$ cat src/rtl/sm_addsub_pipe.sv
// Two-stage sign-magnitude adder/subtractor with valid/ready handshakes on both sides.
// Optional build macro SM_SATURATE_EN: overflowed magnitudes clamp to 2^N-1 instead of wrapping.
module sm_addsub_pipe #(
    parameter int N = 8
) (
    input  logic         clk,
    input  logic         rst,
    input  logic         in_valid,
    output logic         in_ready,
    input  logic [N:0]   X,
    input  logic [N:0]   Y,
    input  logic         minEn,
    output logic         out_valid,
    input  logic         out_ready,
    output logic [N:0]   Res,
    output logic         ovf
);

    // Sign-magnitude to N+2-bit two's complement; -0 maps naturally to 0.
    function automatic logic [N+1:0] smToTwos(input logic [N:0] sm);
        logic [N+1:0] magExt;
        magExt = {2'b00, sm[N-1:0]};
        if (sm[N]) begin
            smToTwos = -magExt;
        end else begin
            smToTwos = magExt;
        end
    endfunction

    // Two's-complement sum to {ovf, sign, magnitude}; a zero magnitude never carries a sign.
    function automatic logic [N+1:0] twosToSm(input logic [N+1:0] sum);
        logic [N+1:0] absVal;
        logic [N-1:0] mag;
        logic         ovfBit;
        if (sum[N+1]) begin
            absVal = -sum;
        end else begin
            absVal = sum;
        end
        ovfBit = absVal[N] | absVal[N+1];
`ifdef SM_SATURATE_EN
        if (ovfBit) begin
            mag = {N{1'b1}};
        end else begin
            mag = absVal[N-1:0];
        end
`else
        mag = absVal[N-1:0];
`endif
        twosToSm = {ovfBit, sum[N+1] & (|mag), mag};
    endfunction

    logic             s1Valid_r;
    logic [N+1:0]     s1Sum_r;
    logic             outValid_r;
    logic [N:0]       res_r;
    logic             ovf_r;

    logic             s1Adv_s;
    logic             inReady_s;
    logic             accept_s;
    logic [N+1:0]     xTwos_s;
    logic [N+1:0]     yTwos_s;
    logic [N+1:0]     sumNext_s;
    logic [N+1:0]     smRes_s;

    // Handshake control: S1 drains whenever S2 is empty or being consumed.
    always_comb begin
        s1Adv_s   = 1'b0;
        inReady_s = 1'b0;
        accept_s  = 1'b0;
        if (s1Valid_r && (!outValid_r || out_ready)) begin
            s1Adv_s = 1'b1;
        end else begin
            s1Adv_s = 1'b0;
        end
        inReady_s = !s1Valid_r || s1Adv_s;
        accept_s  = in_valid && inReady_s;
    end

    // Stage-1 datapath: signed X plus (optionally negated) signed Y.
    always_comb begin
        xTwos_s   = smToTwos(X);
        yTwos_s   = '0;
        if (minEn) begin
            yTwos_s = -smToTwos(Y);
        end else begin
            yTwos_s = smToTwos(Y);
        end
        sumNext_s = xTwos_s + yTwos_s;
    end

    // Stage-2 conversion back to sign-magnitude.
    always_comb begin
        smRes_s = twosToSm(s1Sum_r);
    end

    // Stage-1 register.
    always_ff @(posedge clk or posedge rst) begin
        if (rst) begin
            s1Valid_r <= 1'b0;
            s1Sum_r   <= '0;
        end else if (accept_s) begin
            s1Valid_r <= 1'b1;
            s1Sum_r   <= sumNext_s;
        end else if (s1Adv_s) begin
            s1Valid_r <= 1'b0;
        end
    end

    // Stage-2 output register; holds while the consumer stalls.
    always_ff @(posedge clk or posedge rst) begin
        if (rst) begin
            outValid_r <= 1'b0;
            res_r      <= '0;
            ovf_r      <= 1'b0;
        end else if (s1Adv_s) begin
            outValid_r <= 1'b1;
            res_r      <= smRes_s[N:0];
            ovf_r      <= smRes_s[N+1];
        end else if (out_ready) begin
            outValid_r <= 1'b0;
        end
    end

    assign in_ready  = inReady_s;
    assign out_valid = outValid_r;
    assign Res       = res_r;
    assign ovf       = ovf_r;

endmodule

$ cat config.mk
export PLATFORM = sky130hd
export DESIGN_NAME = sm_addsub_pipe
export DESIGN_NICKNAME = d
export VERILOG_FILES = /design/src/rtl/sm_addsub_pipe.sv
export SDC_FILE = /design/constraint.sdc
export NUM_CORES = 1
export LEC_CHECK = 0
export ABC_AREA = 1
export BUFFER_PORTS_ARGS = -buffer_cell sky130_fd_sc_hd__buf_2
export CAP_MARGIN = 20
export CORE_MARGIN = 2
export CORE_UTILIZATION = 55
export CTS_CLUSTER_SIZE = 25
export DETAILED_ROUTE_END_ITERATION = 8
export GPL_ROUTABILITY_DRIVEN = 0
export PLACE_DENSITY = 0.84
export SETUP_SLACK_MARGIN = 0.5
export SLEW_MARGIN = 0
export SYNTH_ARGS = -nofsm -noshare
export SYNTH_HDL_FRONTEND = slang
export SYNTH_SLANG_ARGS = --single-unit
$ cat constraint.sdc
create_clock -name clk -period 2 [get_ports clk]
set_clock_uncertainty 0.15 [all_clocks]
set_input_delay 0.4 -clock clk [delete_from_list [all_inputs] [get_ports clk]]
set_output_delay 0.4 -clock clk [all_outputs]
set_load 0.1 [all_outputs]
; ---- Word level (Yosys, flattened, before mapping)
; Cells that the tools add are included.
[word_totals]
elab_cells = 31
out_inout_bits = 12
input_bits = 23
register_bits = 22
[op_classes]
mux = 10
n_addsub = 5
n_reduce_logical = 9
bitwise = 2
[ops]
columns = op, n
row1 = two-way mux 10 bit, 5
row2 = negation 10 bit, 2
row3 = negation 8 -> 10 bit, 2
row4 = adder 10 bit, 1
row5 = OR reduction 8 bit, 1
row6 = two-way mux 1 bit, 5
row7 = nonzero test 2 bit, 2
row8 = logical AND 1 bit, 2
row9 = logical NOT 1 bit, 2
row10 = logical OR 1 bit, 2
row11 = bitwise AND 1 bit, 1
row12 = bitwise OR 1 bit, 1

; ---- Longest topological paths before layout
; Gate-level depths: netlist of run 1.
[logic_depth]
depth_word = 7
ltp_mapped = 20
ltp_nobuf = 20

; ---- Worst setup path after synthesis of run 1
; OpenSTA, ideal clock, no wires.
[synth_path]
path_kind = reg2reg
startpoint = register outValid_r, in the netlist out_valid
endpoint = register s1Sum_r[4]
path_slack_ns = -1.053
period_less_slack_ns = 3.053
setup_time_ns = 0.127
arrival_time_ns = 2.776
stages_incl_launch_ff = 6
t_required_ns = 1.723
cell_sequence = dfrtp_1 > nand3_1 > nand2_1 > clkinv_1 > nand3_1 > o21ai_0
[synth_between]
elab_chain_cells = 6
[synth_lines]
columns = element, line_no
row1 = start: declaration, 55  ; logic outValid_r;
row2 = start signal: assignment, 114  ; outValid_r <= 1'b0;
row3 = start signal: assignment, 118  ; outValid_r <= 1'b1;
row4 = start signal: assignment, 122  ; outValid_r <= 1'b0;
row5 = logical NOT 1 bit, 72  ; if (s1Valid_r && (!outValid_r || out_ready)) begin
row6 = logical OR 1 bit, 72
row7 = logical AND 1 bit, 72
row8 = two-way mux 1 bit, 72
row9 = logical OR 1 bit, 77  ; inReady_s = !s1Valid_r || s1Adv_s;
row10 = via in_ready, 9  ; output logic in_ready,
row11 = logical AND 1 bit, 78  ; accept_s = in_valid && inReady_s;
row12 = end signal: assignment, 105  ; s1Sum_r <= sumNext_s;
row13 = end: declaration, 54  ; logic [N+1:0] s1Sum_r;
; The timed path passes the listed nets, and every way through them passes these cells.
; A chain may end at the register's enable or synchronous reset.

; ---- Worst setup path in the final report of run 1
[layout_path]
startpoint = input port Y[0]
endpoint = register s1Sum_r[9]
[layout_between]
elab_chain_cells = 6
[layout_lines]
columns = element, line_no
row1 = start: declaration, 11  ; input logic [N:0] Y,
row2 = negation 8 -> 10 bit, 24  ; smToTwos = -magExt;
row3 = two-way mux 10 bit (*), 23  ; if (sm[N]) begin
row4 = two-way mux 10 bit, 85  ; if (minEn) begin
row5 = negation 10 bit, 86  ; yTwos_s = -smToTwos(Y);
row6 = two-way mux 10 bit (*), 85
row7 = adder 10 bit (*), 90  ; sumNext_s = xTwos_s + yTwos_s;
; Every way passes the cells marked *; elsewhere a longest branch is shown, timed or not. The select of a mux whose other input is x is not followed.

==> out/results.tsv, run 1 <==
stage	metric	value	unit
status	run status	finished with violations	
status	violated checks	negative setup slack	
clock_network	TritonCTS clock tree	yes	
clock_network	number of hold-repair buffers added at the cts stage	0	
cells_and_area	area delta synth->final	61.0	%
clock_network	number of buffers on the longest clock path	2	
critical_path	family with the most delay on the worst path	simple AND/OR/NAND/NOR gates	
power_and_ir_drop	Power per Cell Area	1040	nW/um^2
critical_path	endpoint type of the worst setup path	flip-flop	
timing	share of the clock period used by the worst path after layout	142	%
global_route	number of antenna violations at the first check in global routing	0	
cells_and_area	most common library cell in the layout ignoring fill and taps	buf_4	
timing	maximum operating frequency	353	MHz
floorplanning	DIE AREA	4320	um^2
floorplanning	Initial Utilization	57.3	%
routing	via total after detailed routing	2557	
timing	Rel. slew slack	75.5	%
clock_network	number of sinks driven by the clock tree	22	
power_and_ir_drop	Static Leak	0.00174	uW
worst_hold_path	worst hold-check path type	input port to asynchronous set/reset pin	
floorplanning	width of the die	65.7	um
floorplanning	Core Region	3660	um^2
synthesis	area share of and/or/nand/nor cells after synthesis	31.1	%
timing	slew at the pin with the worst max-slew slack	0.364	ns
synthesis	count of mapped cells out of synthesis	304	
synthesis	Cell variety after synth	35	
power_and_ir_drop	peak supply drop	0.396	mV
critical_path	data required time at the worst endpoint	2.00	ns
routing	antenna violation net count after detailed routing	0	
place	count of buffers from port buffering	34	
routing	number of DRC markers after the initial detailed-route iteration	175	
synthesis	Mapped Area	2100	um^2
place	hpwl dp	4.32	mm
synthesis	ys async rst share	100	%
routing	via count normalized by instance count	5.50	
timing	worst path setup slack after routing	-0.832	ns
timing	total negative slack	-4.79	ns
timing	Max Slew Vio Count	0	
cells_and_area	sequential standard cell area	554	um^2
critical_path	CP Buf/Inv Count	4	
synthesis	flip-flop and latch count after synthesis	22	
synthesis	per-instance average area after synthesis	6.90	um^2
cells_and_area	layout cell share with drive strength beyond 1	47.0	%
cells_and_area	# nets final	455	
critical_path	WS Path Type	input port to flip-flop	
synthesis	adder-cell share of the synthesized area	8.71	%
global_route	via count of the first global-routing pass	2532	
synthesis	post-synthesis xor/xnor area fraction	10.4	%
critical_path	largest driver fanout on the critical path	3	
clock_network	root buffer selected by CTS	clkbuf_8	
cells_and_area	number of filler instances in the final layout	154	
routing	number of detailed-route iterations in the first pass	5	
cells_and_area	diode insertion count for antenna repair	0	
synthesis	sequential element share of the synthesized area	26.3	%
timing	final setup vio count	8	
clock_network	H-Tree Level Count	1	
critical_path	Slowest cell on crit path	ha_4	
global_route	maximum number of pins on one net before global-route repair	23	
floorplanning	Top Ports	35	
routing	per-cell routed wire length	16.6	um
timing	final critical delay including setup and external delays	2.83	ns
floorplanning	Die Span Y	65.7	um
synthesis	number of warnings issued by yosys	0	
synthesis	multiplexer area fraction after synthesis	0	%
routing	Total Routed Length	7.71	mm
cells_and_area	area taken by multi-input logic gates	1650	um^2
synthesis	count of flip-flops with a built-in enable after synthesis	0	
floorplanning	number of standard-cell rows in the floorplan	22	
critical_path	longest individual stage delay on the worst path	0.29	ns
cells_and_area	most frequent cells in the layout	buf_4, nand2_1, inv_1	
clock_network	CTS buffer count	3	
critical_path	critical path startpoint category	input port	
critical_path	cells along the critical path	buf_8 > clkinvlp_4 > ha_4 > nand2_4 > nand3_2 > a21oi_4 > nand2_1 > o21ai_1 > xor2_1 > inv_1 > ha_4 > nand2_4 > nor3_4 > nand2_1 > o211ai_1 > a31oi_1 > inv_1 > nand3_2 > nand3_2 > nand2_1	
flow_run	maximum capacitance violations	0	
place	post-placement setup slack	-0.972	ns
clock_network	Reg clk slew, reported paths	0.08	ns
synthesis	commonest register cell after synthesis	dfrtp_1	
timing	Fin. Hold Viols	0	
routing	detailed-route DRC error count	0	
timing	setup repair after global routing missed its margin	true	
global_route	global route total overflow	0	
global_route	wire length of the first global-routing pass	10.7	mm
synthesis	combinational family with the most area after synthesis	simple AND/OR/NAND/NOR gates	
global_route	GR Util All Layers	31.7	%
synthesis	post-synthesis compound-gate area fraction	12.4	%
critical_path	worst path arrival time	2.83	ns
clock_network	clock latency reported for the late side of the worst-skew pair	0.27	ns
synthesis	Post-Syn Nets	341	
-- worst paths after layout --
| check | startpoint | to | slack [ns] | depth (start not counted) |
|---|---|---|---|---|
| max in group asynchronous | rst | out_valid | 1.45 | 3 |
| hold reg to reg | Res[7] | Res[7] | 0.35 | 2 |
| min in group clk | in_valid | s1Valid_r | 0.30 | 3 |
| setup reg to reg | s1Sum_r[9] | Res[8] | 0.11 | 8 |
| hold / removal | rst | Res[2] | 0.01 | 3 |
| setup / recovery | Y[0] | s1Sum_r[9] | -0.83 | 20 |
-- synthesized netlist by cell type (2+ instances only) --
master,n,share of area (%)
a21oi_1,5,1.2
buf_6,2,1.1
xor2_1,18,7.5
ha_1,13,7.8
o22ai_1,2,0.60
xnor2_1,7,2.9
nand2_1,83,15
clkbuf_1,2,0.36
dfrtp_1,22,26
a31oi_1,3,0.90
nand2_2,4,1.2
o21ai_0,23,5.5
nor2_1,17,3.0
inv_1,48,8.6
o31ai_1,2,0.72
nand3_2,5,2.4
o21ai_1,3,0.72
nor3_1,5,1.2
nand4_1,2,0.60
nand3_1,23,5.5
-- cells by family after synthesis --
kind of cell               count (synthesis)
and+or+nand+nor                          144
buffers and inverters                     55
AOI/OAI and AO/OA                         44
xor gates and xnor gates                  25
DFF                                       22
adders and majority gates                 14
-- power breakdown --
part	switching, uW	internal (uW)
Sequential	155	613
Combinational	1630	842
Clock	144	142
Total	1930	1600
-- layout make-up --
type	instances	share of cell area [%]
Multi-Input combinational cell	227	48.9
Timing Repair Buffer	115	25.8
Sequential cell	22	16.4
Inverter	49	5.78
Tap cell	48	1.78
Clock buffer	4	1.33
-- layer usage --
layer	global-route usage [%]	up-vias	share of wire, %
met2	65.5	122	57
met4	16.4	0	6.1
met1	29.9	1189	33
li1	-	1197	-
met5	0	-	0
met3	2.91	49	4.0
-- tightest hold or removal path, stage by stage --
cell and delay, ns:
buf_2 0.10, inv_1 0.05, buf_4 0.28
-- sequential cells by signal (all words and copies together), names as in the netlist --
signal,flops
s1Sum_r,10
Res,9
ovf,1
out_valid,1
s1Valid_r,1
-- repair_timing --
item / 4_1_cts / 5_1_grt
endpoints found under the setup margin: 25 / 21
gates resized for setup: 49 / 38
pin swaps: 35 / 16
buffers inserted: 15 / 5
-- per-stage QoR --
step / std cells / instance area [um^2] / utilization (%) / hold slack [ns] / power, uW
after floorplan: 304 / 2230 / - / 0.239 / 2210
after global placement: 441 / 2870 / 78.3 / 0.287 / 2610
after detailed placement: 441 / 2870 / 78.3 / 0.296 / 2690
after CTS: 460 / 3190 / 87.0 / 0.0141 / 3200
after global routing: 465 / 3380 / 92.2 / 0.0280 / 3690
final: 465 / 3380 / 92.2 / 0.0101 / 3520
No activity file was read; power rests on OpenSTA's default activity.
==> run 2: changes to the inputs <==
--- a/config.mk
+++ b/config.mk
@@ -5,7 +5,6 @@
 export SDC_FILE = /design/constraint.sdc
 export NUM_CORES = 1
 export LEC_CHECK = 0
-export ABC_AREA = 1
 export BUFFER_PORTS_ARGS = -buffer_cell sky130_fd_sc_hd__buf_2
 export CAP_MARGIN = 20
 export CORE_MARGIN = 2
@@ -13,6 +12,7 @@
 export CTS_CLUSTER_SIZE = 25
 export DETAILED_ROUTE_END_ITERATION = 8
 export GPL_ROUTABILITY_DRIVEN = 0
+export GPL_TIMING_DRIVEN = 0
 export PLACE_DENSITY = 0.84
 export SETUP_SLACK_MARGIN = 0.5
 export SLEW_MARGIN = 0
==> run 2 against run 1 <==
Effect of this change:
- total power up 0.81%
- flip-flop and latch count is the same
- critical path depth down 3
- sequential share of layout area up 1.3 points
- the run still ends with negative setup slack left
==> out/results.tsv, run 2 <==
stage	metric	value	unit	change
status	run status	finished with violations		
status	violated checks	negative setup slack		
global_route	via count of the first global-routing pass	2042		-19%
routing	via total after detailed routing	2260		-12%
global_route	wire length of the first global-routing pass	8.89	mm	-17%
timing	setup repair after global routing missed its margin	true		
routing	number of DRC markers after the initial detailed-route iteration	143		-18%
routing	DRT met1 WL	2.63	mm	+3.0%
floorplanning	Core Region	3740	um^2	+2.3%
routing	number of detailed-route iterations in the first pass	6		+1
synthesis	Post-Syn Nets	298		-13%
cells_and_area	diode insertion count for antenna repair	0		unchanged
synthesis	flip-flop and latch count after synthesis	22		unchanged
power_and_ir_drop	Static Leak	0.00136	uW	-22%
global_route	maximum number of pins on one net before global-route repair	23		unchanged
routing	per-cell routed wire length	17.8	um	+7.1%
synthesis	Synth top area share	25.2	%	-1.1 points
synthesis	commonest register cell after synthesis	dfrtp_1		
routing	antenna violation net count after detailed routing	0		unchanged
synthesis	most numerous cell in the Yosys netlist	nand2_1		
floorplanning	Die Span Y	67.0	um	+2.0%
synthesis	per-instance average area after synthesis	8.37	um^2	+21%
timing	final critical delay including setup and external delays	3.33	ns	+0.497 ns
floorplanning	Initial Utilization	58.4	%	+1.1 points
critical_path	critical path startpoint category	input port		
cells_and_area	register name with the most flops	s1Sum_r		
clock_network	Reg clk slew, reported paths	0.08	ns	about the same
timing	final setup vio count	8		unchanged
synthesis	number of warnings issued by yosys	0		unchanged
timing	Rel. slew slack	46.1	%	-29 points
place	post-placement setup slack	-1.64	ns	-0.672 ns
cells_and_area	sequential standard cell area	556	um^2	+0.23%
power_and_ir_drop	Power per Cell Area	1130	nW/um^2	+8.4%
cells_and_area	# nets final	361		-21%
clock_network	TritonCTS clock tree	yes		
cells_and_area	area delta synth->final	43.7	%	
timing	Post-Route Hold Slack	0.128	ns	+0.117 ns
global_route	GR Util All Layers	25.9	%	-5.8 points
routing	Met3 Wirelength	340	um	+9.0%
timing	slew at the pin with the worst max-slew slack	0.808	ns	+0.443 ns
routing	detailed-route DRC error count	0		unchanged
critical_path	data required time at the worst endpoint	1.98	ns	-0.02 ns
synthesis	sequential element share of the synthesized area	25.2	%	-1.1 points
routing	top routing layer in use	met4		
cells_and_area	number of filler instances in the final layout	215		+40%
cells_and_area	flip-flop count of the largest register after layout	10		unchanged
power_and_ir_drop	post-layout power	3550	uW	+0.81%
place	count of buffers from port buffering	28		-18%
routing	Total Routed Length	6.59	mm	-15%
floorplanning	number of standard-cell rows in the floorplan	22		unchanged
timing	maximum operating frequency	300	MHz	-15%
timing	Fin. Hold Viols	0		unchanged
routing	via count normalized by instance count	6.09		+11%
place	placed cell count	337		-24%
cells_and_area	layout cell share with drive strength beyond 1	42.4	%	-4.6 points
critical_path	largest driver fanout on the critical path	5		+2
clock_network	number of buffers on the longest clock path	2		unchanged
cells_and_area	most frequent cells in the layout	nand2_1, buf_4, xnor2_1		
synthesis	most used standard cells in the synthesized netlist	nand2_1, o21ai_0, xnor2_1		
cells_and_area	most common library cell in the layout ignoring fill and taps	nand2_1		
timing	Max Slew Vio Count	0		unchanged
cells_and_area	area taken by multi-input logic gates	1780	um^2	+7.9%
synthesis	biggest area consumer among synthesized cells	dfrtp_1		
clock_network	H-Tree Level Count	1		unchanged
synthesis	count of flip-flops with a built-in enable after synthesis	0		unchanged
clock_network	root buffer selected by CTS	clkbuf_8		
place	hpwl dp	3.63	mm	-16%
critical_path	worst path arrival time	3.31	ns	+0.48 ns
floorplanning	Top Ports	35		unchanged
timing	total negative slack	-6.39	ns	-1.60 ns
synthesis	dominant cells by area after synthesis	dfrtp_1, xnor2_1, ha_1, o21ai_0, nand2_1		
synthesis	count of mapped cells out of synthesis	261		-14%
power_and_ir_drop	peak supply drop	0.473	mV	+20%
critical_path	endpoint type of the worst setup path	flip-flop		
synthesis	Cell variety after synth	51		+46%
synthesis	Mapped Area	2190	um^2	+4.2%
worst_hold_path	worst hold-check path type	input port to asynchronous set/reset pin		
critical_path	WS Path Type	input port to flip-flop		
global_route	global route total overflow	0		unchanged
clock_network	clock latency reported for the late side of the worst-skew pair	0.26	ns	about the same
timing	worst path setup slack after routing	-1.33	ns	-0.497 ns
cells_and_area	Non-Filler Instances	371		-20%
flow_run	maximum capacitance violations	0		unchanged
global_route	number of antenna violations at the first check in global routing	0		unchanged
clock_network	number of sinks driven by the clock tree	22		unchanged
timing	share of the clock period used by the worst path after layout	166	%	+25 points
synthesis	ys async rst share	100	%	unchanged
floorplanning	width of the die	67.0	um	+2.0%
clock_network	CTS buffer count	3		unchanged
routing	detailed-routed wire length on met2	3.42	mm	-22%
floorplanning	DIE AREA	4490	um^2	+4.0%
==> run 2: changes by cell type in the layout (fill, tap and decap cells not counted), moves of 5 or more <==
cell	delta
buf_4	-57
nand2_1	-36
inv_1	-30
xnor2_1	+15
nand2_2	-12
nand3_1	-12
nand3_2	-10
buf_6	+8
xor2_1	-8
nand2_4	-6
nand3_4	-5
nor3_1	+5
==> run 2: logic make-up (layout without fill, tap and decap cells) <==
family                     count (synthesis)  count (layout)  synth area share [%]
muxes                                      7               7                  3.38
and+or+nand+nor                           82              82                  19.6
adders and majority gates                 14              14                  8.36
DFF                                       22              22                  25.2
buffers and inverters                     29              91                  6.01
AOI/OAI and AO/OA                         74              74                  24.3
xor gates and xnor gates                  33              33                  13.2
==> run 2: path summary, 6_finish.rpt <==
path	from	end	slack, ns	cells after the start
hold reg to reg	Res[0]	Res[0]	0.34	2
max in group asynchronous	rst	out_valid	0.99	2
min in group clk	in_valid	s1Valid_r	0.20	2
setup / recovery	Y[0]	s1Sum_r[9]	-1.33	17
setup reg to reg	out_valid	s1Sum_r[9]	0.06	6
hold / removal	rst	ovf	0.13	2
==> run 2: repair_timing <==
action / in CTS / in global routing
gates resized for setup: 60 / 37
pin swaps: 35 / 12
setup endpoints to repair: 25 / 21
buffers inserted: 20 / 10
hold buffers: 0 / 0
==> run 2: routing by layer <==
| metal | global-route usage [%] | up-vias |
|---|---|---|
| li1 | - | 1051 |
| met1 | 28.2 | 1075 |
| met2 | 50.2 | 110 |
| met3 | 1.86 | 24 |
| met4 | 11.5 | 0 |
| met5 | 0 | - |
==> run 2: layout make-up <==
class	count	area share, %
clock buffers	3	1.31
multi-input cells	210	56.7
repair buffers	58	15.3
clock inverters	1	0.956
flip-flops and latches	22	17.7
well taps	48	1.91
plain buffers	14	4.06
inverters	15	2.11
==> run 2: stage by stage <==
step | utilization [%] | cell area, um^2
floorplan | - | 2310
global placement | 67.0 | 2510
detailed placement | 67.0 | 2510
CTS | 77.7 | 2910
global route | 83.9 | 3140
finish | 83.9 | 3140
==> run 2: report_power, final <==
| part | internal (uW) | switching (uW) | total, uW | leakage (uW) |
|---|---|---|---|---|
| registers | 613 | 170 | 782 | 0.000265 |
| clock network | 267 | 144 | 411 | 0.0000357 |
| logic | 886 | 1470 | 2360 | 0.00106 |
==> run 2: worst max-delay path: stages <==
cell	delay (ns)
buf_8	0.10
buf_8	0.13
inv_6	0.06
ha_4	0.14
nor3b_4	0.24
mux2i_2	0.12
o22ai_2	0.27
nand2_1	0.12
o21ai_2	0.14
xor2_1	0.21
ha_1	0.28
a21o_1	0.22
a2111oi_4	0.34
buf_4	0.18
nor4_1	0.05
mux2i_1	0.15
nand4_1	0.14
